--- config.mk ---
export PLATFORM = sky130hd
export DESIGN_NAME = led_status_ctrl
export DESIGN_NICKNAME = d
export VERILOG_FILES = /design/src/rtl/led_status_ctrl.sv
export SDC_FILE = /design/constraint.sdc
export NUM_CORES = 1
export LEC_CHECK = 0
export CORE_ASPECT_RATIO = 0.7
export CORE_MARGIN = 1
export CORE_UTILIZATION = 50
export CTS_CLUSTER_DIAMETER = 80
export CTS_CLUSTER_SIZE = 8
export DETAILED_ROUTE_END_ITERATION = 7
export PLACE_DENSITY_LB_ADDON = 0.25
export REMOVE_ABC_BUFFERS = 1
export SLEW_MARGIN = 0
export SYNTH_ARGS = -nofsm -noshare
export SYNTH_HDL_FRONTEND = slang
export SYNTH_SLANG_ARGS = --single-unit
--- constraint.sdc ---
create_clock -name sys_clk -period 2.56 [get_ports sys_clk]
set_clock_uncertainty 0.15 [all_clocks]
set_input_delay 0.512 -clock sys_clk [delete_from_list [all_inputs] [get_ports sys_clk]]
set_output_delay 0.512 -clock sys_clk [all_outputs]
set_load 0.005 [all_outputs]
--- src/rtl/led_status_ctrl.sv ---
// led_status_ctrl: priority status FSM and blink prescaler driving an active-low RGB LED
module led_status_ctrl #(
  parameter int CLK_FREQ_HZ = 24_000_000,
  parameter int BLINK_HZ    = 1,
  parameter int FLASH_MS    = 100
) (
  input  logic       sys_clk,
  input  logic       sys_rst_n,
  input  logic       arm,
  input  logic       trig_pulse,
  input  logic       capture_done,
  input  logic       fault,
  input  logic       fault_clr,
  output logic [2:0] led,
  output logic [2:0] state_o
);
  localparam int HALF      = CLK_FREQ_HZ / (2 * BLINK_HZ);
  localparam int FLASH_CYC = (CLK_FREQ_HZ / 1000) * FLASH_MS;
  localparam int HW        = HALF > 1 ? $clog2(HALF) : 1;
  localparam int FW        = FLASH_CYC > 1 ? $clog2(FLASH_CYC) : 1;
  localparam logic [HW-1:0] HALF_MAX  = HW'(HALF - 1);
  localparam logic [FW-1:0] FLASH_MAX = FW'(FLASH_CYC - 1);
  typedef enum logic [2:0] {IDLE = 3'd0, ARMED = 3'd1, FLASH = 3'd2, DONE = 3'd3, FAULT = 3'd4} state_t;
  state_t          state, state_nx;
  logic [HW-1:0]   half_cnt;
  logic            phase;
  logic [FW-1:0]   flash_cnt, flash_nx;
  logic            fault_lat;
  logic [2:0]      led_nx;
  assign state_o = state;
  always_ff @(posedge sys_clk or negedge sys_rst_n) begin
    if (!sys_rst_n) begin
      half_cnt  <= '0;
      phase     <= 1'b0;
      flash_cnt <= '0;
      fault_lat <= 1'b0;
      state     <= IDLE;
      led       <= 3'b111;
    end else begin
      half_cnt  <= half_cnt == HALF_MAX ? '0 : half_cnt + 1'b1;
      phase     <= half_cnt == HALF_MAX ? ~phase : phase;
      fault_lat <= fault | (fault_lat & ~fault_clr);
      flash_cnt <= flash_nx;
      state     <= state_nx;
      led       <= led_nx;
    end
  end
  always_comb begin
    state_nx = state;
    flash_nx = flash_cnt;
    if (fault_lat) state_nx = FAULT;
    else
      case (state)
        IDLE:  if (arm) state_nx = ARMED;
        ARMED: if (trig_pulse) begin
                 state_nx = FLASH;
                 flash_nx = FLASH_MAX;
               end else if (!arm) state_nx = IDLE;
        FLASH: if (trig_pulse) flash_nx = FLASH_MAX;
               else if (flash_cnt != '0) flash_nx = flash_cnt - 1'b1;
               else state_nx = capture_done ? DONE : arm ? ARMED : IDLE;
        DONE:  if (trig_pulse && arm) begin
                 state_nx = FLASH;
                 flash_nx = FLASH_MAX;
               end else if (!capture_done) state_nx = IDLE;
        default: state_nx = IDLE;
      endcase
    led_nx = state == ARMED ? (phase ? 3'b011 : 3'b111) :
             state == FLASH ? 3'b000 :
             state == DONE  ? 3'b110 :
             state == FAULT ? (phase ? 3'b101 : 3'b111) : 3'b111;
  end
endmodule

# Word level (Yosys, flattened, before mapping)
# Index checks and enable logic that the tools add are counted.
dict set report totals {
  elab_cells 55
  inputBits 7
  register_bits 54
}
dict set report op_classes {
  muxes 23
  add_sub_neg 2
  n_eq_ne 13
  n_reduce_logical 6
  bitwise_logic 5
}
# operator n
set op_table {}
lappend op_table {{two-way mux 22 bit} 4}
lappend op_table {{one-hot mux 22 bit (3 select lines)} 1}
lappend op_table {{two-way mux 3 bit} 11}
lappend op_table {{adder 24 x 1 -> 24 bit (second input constant)} 1}
lappend op_table {{equality test 24 bit (second input constant)} 1}
lappend op_table {{two-way mux 24 bit} 1}
lappend op_table {{nonzero test 22 bit} 1}
lappend op_table {{subtractor 22 x 1 -> 22 bit (second input constant)} 1}
lappend op_table {{inequality test 3 bit (second input constant)} 4}
lappend op_table {{one-hot mux 3 bit (4 select lines)} 1}
lappend op_table {{AND reduction 5 bit} 2}
lappend op_table {{two-way mux 2 bit} 4}
lappend op_table {{inequality test 4 bit (second input constant)} 2}
lappend op_table {{equality test 3 x 2 -> 1 bit (second input constant)} 2}
lappend op_table {{inequality test 2 bit (second input constant)} 2}
lappend op_table {{equality test 3 x 1 -> 1 bit (second input constant)} 1}
lappend op_table {{equality test 3 bit (second input constant)} 1}
lappend op_table {{zero test 3 bit} 1}
lappend op_table {{inverter 1 bit} 3}
lappend op_table {{nonzero test 3 bit} 1}
lappend op_table {{AND 1 bit} 1}
lappend op_table {{logical AND 1 bit} 1}
lappend op_table {{two-way mux 1 bit} 1}
lappend op_table {{bitwise OR 1 bit} 1}

# Depth between registers and ports, before layout
dict set report depth {
  depth_word 6
  mapped_depth 7
  mapped_depth_nobuf 7
}

# Least setup slack after synthesis
# Ideal clock, no wire load.
dict set report synth_timing {
  path_type {input -> register}
  from {input port trig_pulse}
  to {register flash_cnt[2]}
  setup_slack_ns 0.339
  path_stages 6
  arrival_ns 1.950
  path_cell_list {or4b_1 buf_2 or3_4 nor3_4 nor2_2 a22o_1}
}
dict set report synth_via {
  elab_chain_cells 3
}
# element line_no
set synth_lines {}
lappend synth_lines {{start: declaration} 10} ;# input logic trig_pulse,
lappend synth_lines {{logical AND 1 bit} 62} ;# DONE: if (trig_pulse && arm) begin
lappend synth_lines {{inequality test 2 bit (no source line)} --}
lappend synth_lines {{AND reduction 5 bit (no source line)} --}
lappend synth_lines {{end signal: assignment} 43} ;# flash_cnt <= flash_nx;
lappend synth_lines {{end: declaration} 27} ;# logic [FW-1:0] flash_cnt, flash_nx;
# Parallel ways exist; a longest one is shown, timed or not.
# A chain may end at the register's enable or synchronous reset.

# Worst setup path in the final report
dict set report layout_timing {
  from {input port trig_pulse}
  to {register flash_cnt[10]}
}
# Same word-level chain as after synthesis.

==> run_results.csv <==
group,metric,value,unit
floorplan,die_h,65.2,microns
worst_setup_path,arrival,2.49,ns
outcome,status,"completed",
synth,yosys.area.top_type,"dfrtp_1",
layout,drive_gt1_share,13.3,%
clock_tree,clock_path_buffers,2,
worst_setup_path,crit_type,"primary input to flip-flop",
layout,final_core_util,61.4,%
worst_setup_path,crit_cells,6,
floorplan,die_area,6020,sq um
clock_tree,path_clk_slew,0.10,ns
layout,num_antenna_cells,0,
layout,layout_common_cells,"dfrtp_1 (51), nor2_1 (35), buf_4 (23)",
sta,setup_viol,0,
global_route,antenna_found_initial,0,
placed_design,placed_cell_area,3180,sq um
placed_design,dp_hpwl,4.66,mm
clock_tree,clock_sinks,54,
sta,drv_slew,0,
worst_setup_path,path_cells,"clkdlybuf4s50_1 -> or4b_1 -> nor3_1 -> nand2_1 -> and4_1 -> o21ai_0",
sta,hold_viol_final,0,
power_and_ir_drop,power.density,512,nW/um^2
synth,synthFlopType,"dfrtp_1",
detailed_routing,drtIter0Drc,257,
worst_setup_path,path_delay_family,"simple AND/OR/NAND/NOR gates",
clock_tree,htree_levels,2,
clock_tree,cts_tree,"yes",
clock_tree,clock_latency,0.31,ns
sta,finalHoldWorstSlack,0.0419,ns
power_and_ir_drop,combPwrFrac,7.8,%
worst_setup_path,cp_num_buf_inv,1,
synth,yosysWarningCount,0,
sta,slew_headroom,58.6,%
worst_setup_path,reg2reg_from,"flash_cnt[0]",
global_route,grt_usage,23.8,%
synth,synth-edff-count,0,
power_and_ir_drop,p_sw,0.000412,W
power_and_ir_drop,total_power,0.00169,W
global_route,gr-total-overflow,0,
sta,fin_crit,2.42,ns
placed_design,port-buffer-count,12,
synth,synth.distinct_cells,54,
worst_setup_path,worstPathRequired,2.64,ns
detailed_routing,drt_wl_total,6.30,mm
layout,syn_to_final_growth,15.5,%
worst_setup_path,critPathMaxStageDelay,0.63,ns
layout,final_common_cell,"dfrtp_1",
synth,netlist_instances,298,
clock_tree,cts_buffers,5,
synth,synth_top_area_share,44.7,%
layout,design_area,3300,sq um
synth,ys_top_cells_by_area,"dfrtp_1 (45%), nor2_1 (4.6%), xor2_1 (4.0%)",
sta,fin_crit_sh,94.4,%
layout,layout.nets,340,
placed_design,globalplace.congestion,0.848,
clock_tree,cts_resized,0,
power_and_ir_drop,swShare,24.4,%
synth,syn_area,2860,sq um
flow_run,cap_violations,0,
floorplan,num_io_pins,13,
sta,rsz0062_at_grt,"false",
worst_setup_path,rrSetupSlack,0.18,ns
sta,worstMarginPinSlew,0.616,ns
floorplan,start_util,53.2,%
global_route,grt_start_max_net_pins,27,
power_and_ir_drop,internal_power,0.00128,W
layout,fillers,474,
synth,ys_seq_elements,54,
synth,synth-async-reset-ratio,100,%
sta,max_freq,414,MHz
worst_setup_path,cp-end-kind,"flip-flop",
worst_setup_path,cp-start-kind,"primary input",
power_and_ir_drop,peakVddDrop,361,uV
hold_path,hold_class,"primary input to asynchronous set/reset pin",
floorplan,die_w,92.3,microns
clock_tree,cts_setup_buffers,0,
power_and_ir_drop,power.leakage,1.41,nW
worst_setup_path,reg2reg_depth,8,
worst_setup_path,crit_fanout,5,
sta,setup_ws,0.144,ns
detailed_routing,num_vias,2397,
detailed_routing,firstDrtPassIters,5,
detailed_routing,routed_via_density,5.93,
floorplan,core-area,5370,sq um
global_route,grt_pass1_wl,11.2,mm
placed_design,place_ws,-0.149,ns
power_and_ir_drop,p_clk_share,35.5,%
detailed_routing,drc,0,
clock_tree,holdBufCountCts,0,
clock_tree,cts_root_buf,"clkbuf_8",
global_route,grt_pass1_vias,2241,
synth,synth-seq-area-share,47.5,%
worst_setup_path,startpoint,"trig_pulse",
worst_setup_path,critPathCapture,"flash_cnt[10]",
detailed_routing,antenna_left,0,
worst_setup_path,cpMaxStageDelayCell,"or4b_1",
worst_setup_path,r2r-end,"flash_cnt[5]",
floorplan,rows,22,
power_and_ir_drop,power_frac_seq,56.7,%
synth,avgSynthCellArea,9.58,sq um
detailed_routing,wl_per_cell,15.6,microns
## registers in the layout, summed over array words and instances (netlist names)
name,cells
led,3
phase,1
flash_cnt,22
half_cnt,24
state_o,3
fault_lat,1
## layer usage
metal	track usage (%)	vias up	wire, microns
met3	4.63	5	431
li1	-	1161	-
met1	37.0	1153	3300
met4	5.86	0	48
met2	33.5	78	2520
met5	0	-	0
## logic make-up after synthesis
group | count (synthesis) | share of synthesized area, %
compound gates | 56 | 13.0
flops | 54 | 47.5
mux | 4 | 1.45
fa+ha+maj | 2 | 0.876
xor+xnor | 22 | 6.75
simple gates | 144 | 27.7
buf+inv | 16 | 2.76
## cell usage after synthesis (2+ instances only)
cell type	number
buf_2	3
o22ai_1	2
buf_6	2
nand2_1	20
or4_1	4
xor2_1	13
and4_1	4
xnor2_1	9
o31ai_1	2
a311oi_1	2
o21a_1	4
a31oi_1	9
a21o_1	5
inv_1	7
nor2_1	35
nor3_1	14
mux2i_1	3
nand4_1	8
dfrtp_1	51
and3_1	8
nand2b_1	4
nor4_1	7
nand3_1	19
clkbuf_1	4
nor2b_1	4
dfstp_2	3
o21ai_0	12
a2bb2oi_1	3
nor2_2	2
a41oi_1	2
ha_1	2
a21oi_1	9
## power groups by stage
stage                logic, W  registers (W)  clock network, W
global route         0.000151       0.000967          0.000643
detailed placement   0.000133       0.000972                 0
floorplan           0.0000756       0.000959                 0
global placement     0.000129       0.000970                 0
finish               0.000132       0.000957          0.000598
CTS                  0.000133       0.000956          0.000611
## layout make-up
| class | instances | area (sq um) | area share [%] |
|---|---|---|---|
| well taps | 72 | 90.1 | 2.73 |
| repair buffers | 35 | 288 | 8.73 |
| multi-input cells | 228 | 1420 | 43.1 |
| inverters | 7 | 26.3 | 0.797 |
| clock buffers | 7 | 86.3 | 2.62 |
| clock inverters | 1 | 30.0 | 0.911 |
| flip-flops and latches | 54 | 1360 | 41.1 |
## worst min-delay path by stage
| stage | start | end | slack, ns | cells after the start |
|---|---|---|---|---|
| after CTS | sys_rst_n | phase | 0.05 | 1 |
| after global routing | sys_rst_n | flash_cnt[19] | 0.07 | 1 |
| after detailed placement | phase | phase | 0.30 | 1 |
| after floorplan | sys_rst_n | fault_lat | 0.07 | 0 |
| after global placement | phase | phase | 0.30 | 1 |
| final | sys_rst_n | phase | 0.04 | 1 |
## metrics by stage
step	TNS [ns]	cells
after global placement	-1.02	396
after detailed placement	-1.46	396
after CTS	0	404
after floorplan	0	289
final	0	404
after global routing	0	404
(Power assumes the default switching activity.)
